**src/rtl/inst_fetch_queue.sv**
```systemverilog
// Instruction fetch queue between the PC stage and decode.
// Captures {pc, inst} on ce_i, FWFT head with valid/ready, flush and stall.
//
// Ports:
//   clk, rst       clock, synchronous active-high reset
//   ce_i           PC stage fetch strobe; pc_i/inst_i captured when accepted
//   pc_i, inst_i   fetch address and ROM word for that address
//   flush_i        drop all queued entries and the current fetch
//   id_ready_i     decode consumes the head entry this cycle
//   if_valid_o     head entry valid
//   if_pc_o        head PC (0 when empty)
//   if_inst_o      head instruction (0 = NOP when empty)
//   fetch_stall_o  PC stage must hold; current fetch not captured
//   count_o        number of occupied entries
module inst_fetch_queue #(
    parameter int DEPTH = 4,
    parameter int AW    = 32,
    parameter int DW    = 32
) (
    input  logic                     clk,
    input  logic                     rst,
    input  logic                     ce_i,
    input  logic [AW-1:0]            pc_i,
    input  logic [DW-1:0]            inst_i,
    input  logic                     flush_i,
    input  logic                     id_ready_i,
    output logic                     if_valid_o,
    output logic [AW-1:0]            if_pc_o,
    output logic [DW-1:0]            if_inst_o,
    output logic                     fetch_stall_o,
    output logic [$clog2(DEPTH):0]   count_o
);

    localparam int PW = $clog2(DEPTH);
    localparam logic [PW:0] FULL = (PW+1)'(DEPTH);

    logic [AW-1:0] pc_mem   [DEPTH];
    logic [DW-1:0] inst_mem [DEPTH];

    logic [PW-1:0] wp;
    logic [PW-1:0] rp;
    logic [PW:0]   count;

    logic empty;
    logic full;
    logic push;
    logic pop;

    assign empty = (count == '0);
    assign full  = (count == FULL);

    assign if_valid_o = ~empty;
    assign pop        = if_valid_o & id_ready_i;

    // A pop frees the slot in the same cycle, so a full queue that is
    // draining still accepts the fetch.
    assign fetch_stall_o = full & ~pop;
    assign push          = ce_i & ~flush_i & ~fetch_stall_o;

    // Empty head reads as zero so decode sees a NOP, not stale data.
    assign if_pc_o   = empty ? '0 : pc_mem[rp];
    assign if_inst_o = empty ? '0 : inst_mem[rp];
    assign count_o   = count;

    // Storage has no reset; only pointers and count define validity.
    always_ff @(posedge clk) begin
        if (push && !rst) begin
            pc_mem[wp]   <= pc_i;
            inst_mem[wp] <= inst_i;
        end
    end

    always_ff @(posedge clk) begin
        if (rst) begin
            wp    <= '0;
            rp    <= '0;
            count <= '0;
        end else if (flush_i) begin
            wp    <= '0;
            rp    <= '0;
            count <= '0;
        end else begin
            if (push) begin
                wp <= wp + 1'b1;
            end
            if (pop) begin
                rp <= rp + 1'b1;
            end
            unique case ({push, pop})
                2'b10:   count <= count + 1'b1;
                2'b01:   count <= count - 1'b1;
                default: count <= count;
            endcase
        end
    end

endmodule

```
**config.mk**
```make
export PLATFORM = sky130hd
export DESIGN_NAME = inst_fetch_queue
export DESIGN_NICKNAME = d
export VERILOG_FILES = /design/src/rtl/inst_fetch_queue.sv
export SDC_FILE = /design/constraint.sdc
export NUM_CORES = 1
export LEC_CHECK = 0
export BUFFER_PORTS_ARGS = -buffer_cell sky130_fd_sc_hd__buf_4
export CAP_MARGIN = 5
export CORE_ASPECT_RATIO = 0.75
export CORE_MARGIN = 3
export CORE_UTILIZATION = 40
export CTS_CLUSTER_SIZE = 25
export DETAILED_ROUTE_END_ITERATION = 8
export PLACE_DENSITY_LB_ADDON = 0.05
export SLEW_MARGIN = 10
export SYNTH_ARGS = -nofsm -noshare
export SYNTH_HDL_FRONTEND = slang
export SYNTH_SLANG_ARGS = --single-unit
```
**constraint.sdc**
```tcl
create_clock -name clk -period 5.25 [get_ports clk]
set_clock_uncertainty 0.1 [all_clocks]
set_input_delay 0.2625 -clock clk [delete_from_list [all_inputs] [get_ports clk]]
set_output_delay 0.2625 -clock clk [all_outputs]
set_load 0.1 [all_outputs]
```
==> results of run 1 <==
[metal layers]
metal,vias up,share of wire (%)
met5,-,0
met4,0,1.9
met3,34,5.0
met2,126,50
met1,2602,43
li1,2314,-
[final timing paths]
kind / start / slack [ns] / cells after the start / to
min reg2reg: wp[1] / 0.43 / 2 / wp[1]
max reg2reg: count_o[1] / 2.36 / 6 / count_o[2]
min: id_ready_i / 0.06 / 4 / flip-flop
max: flip-flop / 2.02 / 4 / if_pc_o[25]
[through the flow]
stage                     instance area, um2  setup slack [ns]  util, %  std cells  hold WS, ns
final                                  13200              2.02     54.2       1029       0.0552
after global placement                 11500              2.40     47.1        912        0.361
after floorplan                        10200             0.534        -        466        0.261
after global routing                   13200              1.76     54.2       1029       0.0964
after detailed placement               11500              2.30     47.1        912        0.366
after CTS                              13200              1.88     54.2       1028       0.0271
[state kept, by name (all words and copies together), names as in the netlist, named ones only]
signal	count
pc_mem	128
wp	2
count_o	3
inst_mem	128
rp	2
[Yosys cell counts]
master	number
a21oi_1	2
and2_1	68
and3_1	1
buf_1	7
buf_2	2
buf_4	6
buf_6	1
clkbuf_1	7
clkbuf_2	1
dfxtp_1	9
edfxtp_1	256
fa_1	1
ha_1	4
inv_1	4
mux2_2	1
mux4_2	64
nand2_1	3
nand2b_4	1
nand3_1	3
nor2_1	6
nor3_1	1
nor4_1	1
nor4b_2	1
o2111ai_1	1
o21ai_0	3
o31a_1	1
o31ai_1	2
or2_2	1
or3_1	3
or3_4	1
xnor2_1	2
xor2_1	2
[area by class of cell]
cell class	instances	area (um2)	area share, %
Multi-Input combinational cell	173	2180	16.5
Timing Repair Buffer	206	1710	12.9
Clock buffer	36	759	5.73
Tap cell	331	414	3.13
Clock inverter	13	287	2.16
Sequential cell	265	7880	59.4
Antenna cell	1	2.50	0.0189
Inverter	4	15.0	0.113
[power breakdown]
group / internal (mW) / switching (mW) / total [mW]
clock: 1.45 / 0.751 / 2.20
sequential: 2.34 / 0.00658 / 2.34
combinational: 0.109 / 0.168 / 0.277
total: 3.90 / 0.925 / 4.82
[placed cells by master, fill, tap and decap left out, types with 2 or more instances in the layout]
cell and n:
edfxtp_1 256, buf_4 139, dlygate4sd3_1 67, mux4_2 64
and2_1 64, clkbuf_16 27, bufinv_16 9, dfxtp_1 7
nor2_1 6, clkbuf_8 5, inv_1 4, and2_4 4
ha_1 4, clkbuf_1 4, nand3_1 3, o21ai_0 3
nand2_1 3, or3_1 3, clkinv_1 3, xnor2_1 2
o31ai_1 2, xor2_1 2, a21oi_1 2, dfxtp_4 2
[kinds of logic (layout without fill, tap and decap cells)]
logic type | count (synthesis) | in the layout | share of synthesized area, %
fa+ha+maj | 5 | 5 | 0.688
buf+inv | 28 | 259 | 1.36
mux | 65 | 65 | 14.3
other cells | 0 | 1 | 0
simple gates | 90 | 90 | 5.47
compound gates | 9 | 9 | 0.565
xor+xnor | 4 | 4 | 0.344
flops | 265 | 265 | 77.3
[worst max-delay path: stages (launching register included)]
cell,delay (ns)
dfxtp_4,0.83
buf_4,0.51
mux4_2,0.58
and2_1,0.19
buf_4,0.23
[timing repair]
action,4_1_cts,5_1_grt
endpoints found under the hold margin,261,0
hold buffers,67,0
setup buffers,0,0
==> reports/results.ini, run 1 <==
[status]
status = complete, no violations

[detailed_routing]
viasPerCell = 4.93
drtAntennaViolNets = 0
drc_errors = 0
totalWireLength_um = 20400
wl_per_cell_um = 19.9
vias = 5076
drtIter0Drc = 260
firstDrtPassIters = 4

[die]
ios = 138
die_x_um = 190
num_rows = 49
initial_core_util_pct = 41.6
fp.coreArea_um2 = 24500
die_area_um2 = 27400
die_h_um = 144

[power]
total_power_mw = 4.82
ir_drop_v = 0.000281
power.density_nw_per_um2 = 364
power.leakage_nw = 4.52

[worst_hold_path]
hold_class = in2reg

[cells_and_area]
fillCellCount = 1910
drive_gt1_share_pct = 36.7
nets = 751
syn2layout_area_growth_pct = 30.2

[place]
gp_congestion = 0.730
portBuffers = 137
hpwl_um = 10900

[logic_synthesis]
ys_ff_latch = 265
synthCells = 466
synth_area_um2 = 10200
yosys.area.top_type = edfxtp_1
synth.distinct_cells = 32
synth_area_per_cell_um2 = 21.8
yosysWarnings = 0
syn-num-nets = 540
yosys-top-cells-area = edfxtp_1 (76%), mux4_2 (14%), and2_1 (4.2%), dfxtp_1 (1.8%), ha_1 (0.49%)
yosysSeqAreaShare_pct = 77.3
netlist.area_leader.share_pct = 75.5

[timing]
min_period_ns = 3.23
fmax_ghz = 0.309
drv_slew = 0
relSlewSlack_pct = 28.0
hold_viol = 0
fin_crit_sh_pct = 61.6
tightest_slew_ns = 1.08
rsz0062_at_grt = no
tns_ns = 0
setup_violations = 0

[grt]
grtUsageMet2_pct = 26.0
grtUsageTotal_pct = 15.0
use_met1_pct = 19.8
grt_max_degree = 69
grt_pass1_wl_um = 31500
grt.busiest_layer = met2
first_global_vias = 5549
gr-total-overflow = 0
antenna_found_initial = 1
use_met3_pct = 3.10

[critical_path]
critical_path_class = reg2out
crit_required_ns = 4.89
end_kind = output pin
critical_path_arrival_ns = 2.87
crit_path_max_fanout = 33
cp-start-kind = flip-flop

[clock_network]
clock_sinks = 265
h-tree-depth = 1
root_buffer = clkbuf_16
path_clk_slew_ns = 0.06
cts_tree = done
clockBufferDepth = 3
cts_resized = 0
numCtsBuffers = 27
clock_latency_ns = 0.51

[job]
maxCapViolations = 0

(Power assumes the default switching activity.)
==> inputs of run 2 (changes only) <==
==> constraint.sdc (replaced) <==
create_clock -name clk -period 3.2 [get_ports clk]
set_clock_uncertainty 0.1 [all_clocks]
set_input_delay 0.16 -clock clk [delete_from_list [all_inputs] [get_ports clk]]
set_output_delay 0.16 -clock clk [all_outputs]
set_load 0.1 [all_outputs]
==> run 2 against run 1 <==
  * Sequential power is 64% higher
  * Sequential share of layout area is essentially flat
  * Combinational power is 68% higher
  * Power rose by 53%
  * First-iteration DRC count increased by 22%
  * Setup slack worse by 1.6 ns
  * Sequential cell count is the same
  * Critical path depth is the same
  * Global-route usage increased by 0.32 points
  * Wire length increased by 1.1%
  * Critical path type unchanged
  * Largest cell class unchanged
==> reports/results.ini, run 2 (synthesis gave the netlist of run 1 again) <==
[worst_hold_path]
min-delay-start = inst_i[26]  ; was id_ready_i
min_to = inst_mem[0][26]
hold_class = in2reg  ; unchanged
hold_depth = 2  ; was 4

[grt]
grtUsageTotal_pct = 15.3  ; was 15.0%
grt_pass1_wl_um = 32100  ; was 31500 um
antenna_found_initial = 1  ; unchanged
gr-total-overflow = 0  ; unchanged
first_global_vias = 5608  ; was 5549
grt_max_degree = 68  ; was 69

[timing]
setup_violations = 0  ; unchanged
tns_ns = 0  ; unchanged
rsz0062_at_grt = no  ; unchanged
fmax_ghz = 0.365
hold_viol = 0  ; unchanged
drv_slew = 0  ; unchanged
tightest_slew_ns = 0.704  ; was 1.08 ns
fin_crit_sh_pct = 85.7
relSlewSlack_pct = 53.1  ; was 28.0%
min_period_ns = 2.74

[die]
initial_core_util_pct = 41.6  ; unchanged
num_rows = 49  ; unchanged
ios = 138  ; unchanged
die_area_um2 = 27400  ; unchanged
die_x_um = 190  ; unchanged
die_h_um = 144  ; unchanged
fp.coreArea_um2 = 24500  ; unchanged

[clock_network]
path_clk_slew_ns = 0.06  ; about the same
clock_sinks = 265  ; unchanged
clockBufferDepth = 3  ; unchanged
cts_tree = done  ; unchanged
h-tree-depth = 1  ; unchanged
root_buffer = clkbuf_16  ; unchanged
hold_buffers = 69  ; was 67
clock_latency_ns = 0.52  ; was 0.51 ns
numCtsBuffers = 28  ; was 27
cts_resized = 0  ; unchanged
post_cts.repair.setup_buffers = 0  ; unchanged

[place]
gp_congestion = 0.728  ; was 0.730
hpwl_um = 11700  ; was 10900 um
portBuffers = 137  ; unchanged

[cells_and_area]
antenna_cells = 0  ; was 1
drive_gt1_share_pct = 37.5  ; was 36.7%
utilization_pct = 54.2  ; about the same
nets = 762  ; was 751
final_common_cell = edfxtp_1  ; unchanged
layout_common_cells = edfxtp_1 (256), buf_4 (141), dlygate4sd3_1 (69), mux4_2 (64), and2_1 (64)  ; was edfxtp_1 (256), buf_4 (139), dlygate4sd3_1 (67), mux4_2 (64), and2_1 (64)
fillCellCount = 1945  ; was 1910
syn2layout_area_growth_pct = 30.2  ; about the same

[detailed_routing]
wl_per_cell_um = 19.9  ; about the same
viasPerCell = 4.93  ; about the same
drtIter0Drc = 317  ; was 260
vias = 5130  ; was 5076
firstDrtPassIters = 4  ; unchanged
totalWireLength_um = 20700  ; was 20400 um
drtAntennaViolNets = 0  ; unchanged
drc_errors = 0  ; unchanged

[critical_path]
r2r_setup_slack_ns = 0.92  ; was 2.36 ns
cp-start-kind = flip-flop  ; unchanged
critical_path_arrival_ns = 2.48  ; was 2.87 ns
end_kind = output pin  ; unchanged
regToRegStartpoint = count_o[1]  ; unchanged
critical_path_class = reg2out  ; unchanged
crit_path_max_fanout = 17  ; was 33
reg2regPathDepth = 4  ; was 6
r2r_end = inst_mem[3][19]  ; was count_o[2]
crit_required_ns = 2.94  ; was 4.89 ns

[job]
maxCapViolations = 0  ; unchanged

[power]
ir_drop_v = 0.000364  ; was 0.000281 V
power.density_nw_per_um2 = 556  ; was 364 nW/um2
power.leakage_nw = 4.52  ; about the same

[status]
status = complete, no violations  ; unchanged

==> run 2: cell count changes in the layout (fill, tap and decap cells not counted), sizes merged <==
cell	before	now
clkbuf	36	31
dlygate4sd3	67	69
clkinvlp	0	1
clkinv	4	18
buf	139	147
bufinv	9	2
diode	1	0
==> run 2: power by group <==
part / switching [mW] / internal, mW
Sequential: 0.00929 / 3.84
Combinational: 0.279 / 0.185
Clock: 1.25 / 1.80
Total: 1.54 / 5.82
==> run 2: how the worst max path moves through the flow <==
stage / startpoint / end / cells past startpoint
floorplan: count_o[2] / inst_mem[0][0] / 3
global route: flip-flop / if_pc_o[7] / 4
global placement: flip-flop / if_pc_o[6] / 4
detailed placement: count_o[1] / inst_mem[3][24] / 4
CTS: flip-flop / if_pc_o[6] / 4
finish: flip-flop / if_inst_o[14] / 4
==> run 2: area by class of cell <==
type,instances,area [um2],share of cell area [%]
multi-input combinational,173,2190,16.5
timing repair buffer,216,1870,14.1
sequential,265,7880,59.5
tap,331,414,3.13
clock inverter,21,146,1.11
inverter,4,15.0,0.113
clock buffer,31,733,5.53
==> run 2: worst max-delay path: stages, from the launching register on <==
cell and delay (ns):
dfxtp_4 0.54, buf_4 0.42, mux4_2 0.56, and2_1 0.19
buf_4 0.23
==> run 2: per-layer routing <==
| metal | wire length [um] | global-route usage, % |
|---|---|---|
| met4 | 425 | 3.67 |
| met5 | 14 | 0 |
| met2 | 10300 | 25.8 |
| met1 | 8920 | 20.9 |
| met3 | 983 | 2.93 |
==> run 2: stage by stage <==
| stage | worst slack [ns] | instances | instance area [um2] | power (mW) | hold WS, ns |
|---|---|---|---|---|---|
| detailed placement | 0.907 | 920 | 11700 | 4.32 | 0.264 |
| finish | 0.459 | 1041 | 13200 | 7.36 | 0.278 |
| floorplan | 0.0464 | 466 | 10200 | 4.16 | 0.159 |
| global placement | 0.966 | 920 | 11700 | 4.31 | 0.257 |
| CTS | 0.377 | 1041 | 13200 | 7.47 | 0.250 |
| global route | 0.282 | 1041 | 13200 | 7.66 | 0.266 |
==> inputs of run 3 (changes only) <==
--- a/config.mk
+++ b/config.mk
@@ -5,13 +5,13 @@
 export SDC_FILE = /design/constraint.sdc
 export NUM_CORES = 1
 export LEC_CHECK = 0
-export BUFFER_PORTS_ARGS = -buffer_cell sky130_fd_sc_hd__buf_4
 export CAP_MARGIN = 5
 export CORE_ASPECT_RATIO = 0.75
 export CORE_MARGIN = 3
 export CORE_UTILIZATION = 40
 export CTS_CLUSTER_SIZE = 25
 export DETAILED_ROUTE_END_ITERATION = 8
+export DONT_BUFFER_PORTS = 1
 export PLACE_DENSITY_LB_ADDON = 0.05
 export SLEW_MARGIN = 10
 export SYNTH_ARGS = -nofsm -noshare
==> run 3 against run 2 <==
  * Critical path depth rose by 3
  * Non-clock buffer count fell by 66
  * Highest routed layer is now met4
  * Worst hold slack got worse by 0.19 ns
  * Via count fell by 4.7%
  * Maximum frequency fell by 12%
  * Sequential power barely moved
  * Die area did not move
  * Wire length fell by 2.8%
  * Utilization fell by 2.2 points
  * Largest power group unchanged
  * Setup slack got worse by 0.38 ns
  * Global-route usage fell by 0.27 points
==> reports/results.ini, run 3 (synthesis gave the netlist of run 1 again) <==
[timing]
min_period_ns = 3.12  ; was 2.74 ns
tightest_slew_ns = 0.638  ; was 0.704 ns
hold_viol = 0  ; unchanged
fin_crit_sh_pct = 97.6  ; was 85.7%
drv_slew = 0  ; unchanged
relSlewSlack_pct = 57.5  ; was 53.1%
whs_ns = 0.0923  ; was 0.278 ns
tns_ns = 0  ; unchanged
rsz0062_at_grt = no  ; unchanged
setup_violations = 0  ; unchanged
fmax_ghz = 0.320  ; was 0.365 GHz

[status]
status = complete, no violations  ; unchanged

[detailed_routing]
totalWireLength_um = 20100  ; was 20700 um
viasPerCell = 5.03  ; was 4.93
wl_per_cell_um = 20.7  ; was 19.9 um
drtAntennaViolNets = 0  ; unchanged
firstDrtPassIters = 4  ; unchanged
vias = 4890  ; was 5130
drc_errors = 0  ; unchanged
drtIter0Drc = 240  ; was 317

[grt]
grt_max_degree = 68  ; unchanged
grt_pass1_wl_um = 31500  ; was 32100 um
grtUsageTotal_pct = 15.0  ; was 15.3%
first_global_vias = 5439  ; was 5608
grt.busiest_layer = met2  ; unchanged
use_met1_pct = 20.1  ; was 20.9%
use_met3_pct = 3.34  ; was 2.93%
antenna_found_initial = 1  ; unchanged
grtUsageMet2_pct = 25.5  ; was 25.8%
gr-total-overflow = 0  ; unchanged

[critical_path]
critical_path_class = reg2reg  ; was reg2out
crit_required_ns = 3.50  ; was 2.94 ns
crit_path_max_fanout = 6  ; was 17
cp-start-kind = flip-flop  ; unchanged
crit_start = count_o[2]
regToRegStartpoint = count_o[2]  ; was count_o[1]
critical_path_arrival_ns = 3.42  ; was 2.48 ns
end_kind = flip-flop  ; was output pin

[die]
die_x_um = 190  ; unchanged
fp.coreArea_um2 = 24500  ; unchanged
die_h_um = 144  ; unchanged
initial_core_util_pct = 41.6  ; unchanged
ios = 138  ; unchanged
num_rows = 49  ; unchanged
die_area_um2 = 27400  ; unchanged

[clock_network]
clockBufferDepth = 3  ; unchanged
numCtsBuffers = 27  ; was 28
h-tree-depth = 1  ; unchanged
clock_latency_ns = 0.51  ; was 0.52 ns
path_clk_slew_ns = 0.06  ; about the same
clock_sinks = 265  ; unchanged
cts_tree = done  ; unchanged
root_buffer = clkbuf_16  ; unchanged

[cells_and_area]
seq_area_um2 = 7880  ; unchanged
layout_common_cells = edfxtp_1 (256), dlygate4sd3_1 (71), buf_4 (71), mux4_2 (64), and2_1 (64)  ; was edfxtp_1 (256), buf_4 (141), dlygate4sd3_1 (69), mux4_2 (64), and2_1 (64)
final_common_cell = edfxtp_1  ; unchanged
drive_gt1_share_pct = 29.8  ; was 37.5%
utilization_pct = 52.0  ; was 54.2%
stdcell_area_um2 = 12700  ; was 13200 um2
multi_input_area_um2 = 2190  ; unchanged
fillCellCount = 1995  ; was 1945
syn2layout_area_growth_pct = 24.9  ; was 30.2%
nets = 695  ; was 762

[place]
portBuffers = 0  ; was 137
hpwl_um = 11700  ; about the same
gp_congestion = 0.708  ; was 0.728
place_area_um2 = 11200  ; was 11700 um2

[power]
ir_drop_v = 0.000469  ; was 0.000364 V
power.leakage_nw = 4.16  ; was 4.52 nW
power.density_nw_per_um2 = 563  ; was 556 nW/um2
total_power_mw = 7.15  ; was 7.36 mW

[worst_hold_path]
min-delay-start = rst  ; was inst_i[26]
hold_class = in2reg  ; unchanged

[job]
maxCapViolations = 0  ; unchanged

==> run 3: changes by cell type in the layout (fill, tap and decap cells not counted), moves of 2 or more <==
cell | previous run | this run
buf_4 | 141 | 71
clkbuf_1 | 2 | 8
clkinv_2 | 9 | 3
clkinv_1 | 9 | 6
clkbuf_16 | 29 | 27
dlygate4sd3_1 | 69 | 71
==> run 3: metal layers <==
layer | up-vias | part of all wire, %
li1 | 2194 | -
met1 | 2548 | 43
met2 | 111 | 50
met3 | 37 | 4.7
met4 | 0 | 2.2
met5 | - | 0
==> run 3: power breakdown <==
part | total [mW] | internal (mW) | switching, mW
logic | 0.395 | 0.134 | 0.261
clock network | 2.91 | 1.70 | 1.21
registers | 3.85 | 3.84 | 0.0103
==> run 3: final cells by class <==
type | instances | share of cell area (%)
Tap cell | 331 | 3.26
Clock inverter | 13 | 0.886
Sequential cell | 265 | 62.0
Clock buffer | 35 | 5.55
Timing Repair Buffer | 150 | 11.0
Inverter | 4 | 0.118
Antenna cell | 1 | 0.0197
Multi-Input combinational cell | 173 | 17.2
==> run 3: worst max-delay path: stages, from the launching register on <==
cell and delay (ns):
dfxtp_2 0.71, or3_4 0.24, nand3_1 0.09, fa_1 0.44
or3_1 0.39, and3_1 0.20, o31a_1 0.28, dlygate4sd3_1 0.55
==> run 3: metrics by stage <==
step                      setup WS (ns)  instances
after floorplan                  0.0464        466
after global placement            0.666        852
after detailed placement          0.645        852
after CTS                        0.0865        971
after global routing            0.00530        972
final                            0.0757        972
==> run 3: worst paths after layout <==
| path | end | slack [ns] | cells after the start |
|---|---|---|---|
| worst max-delay path | count_o[2] | 0.08 | 7 |
| worst max register to register | count_o[2] | 0.08 | 7 |
| worst min register to register | flip-flop | 0.42 | 2 |
| worst min-delay path | pc_mem[2][3] | 0.09 | 2 |
==> run 3: timing repair <==
action                     in CTS  in global routing
resized for setup               0                  1
setup buffers                   0                  0
hold buffers                   71                  0
hold endpoints to repair      265                  0
setup endpoints to repair       0                  3
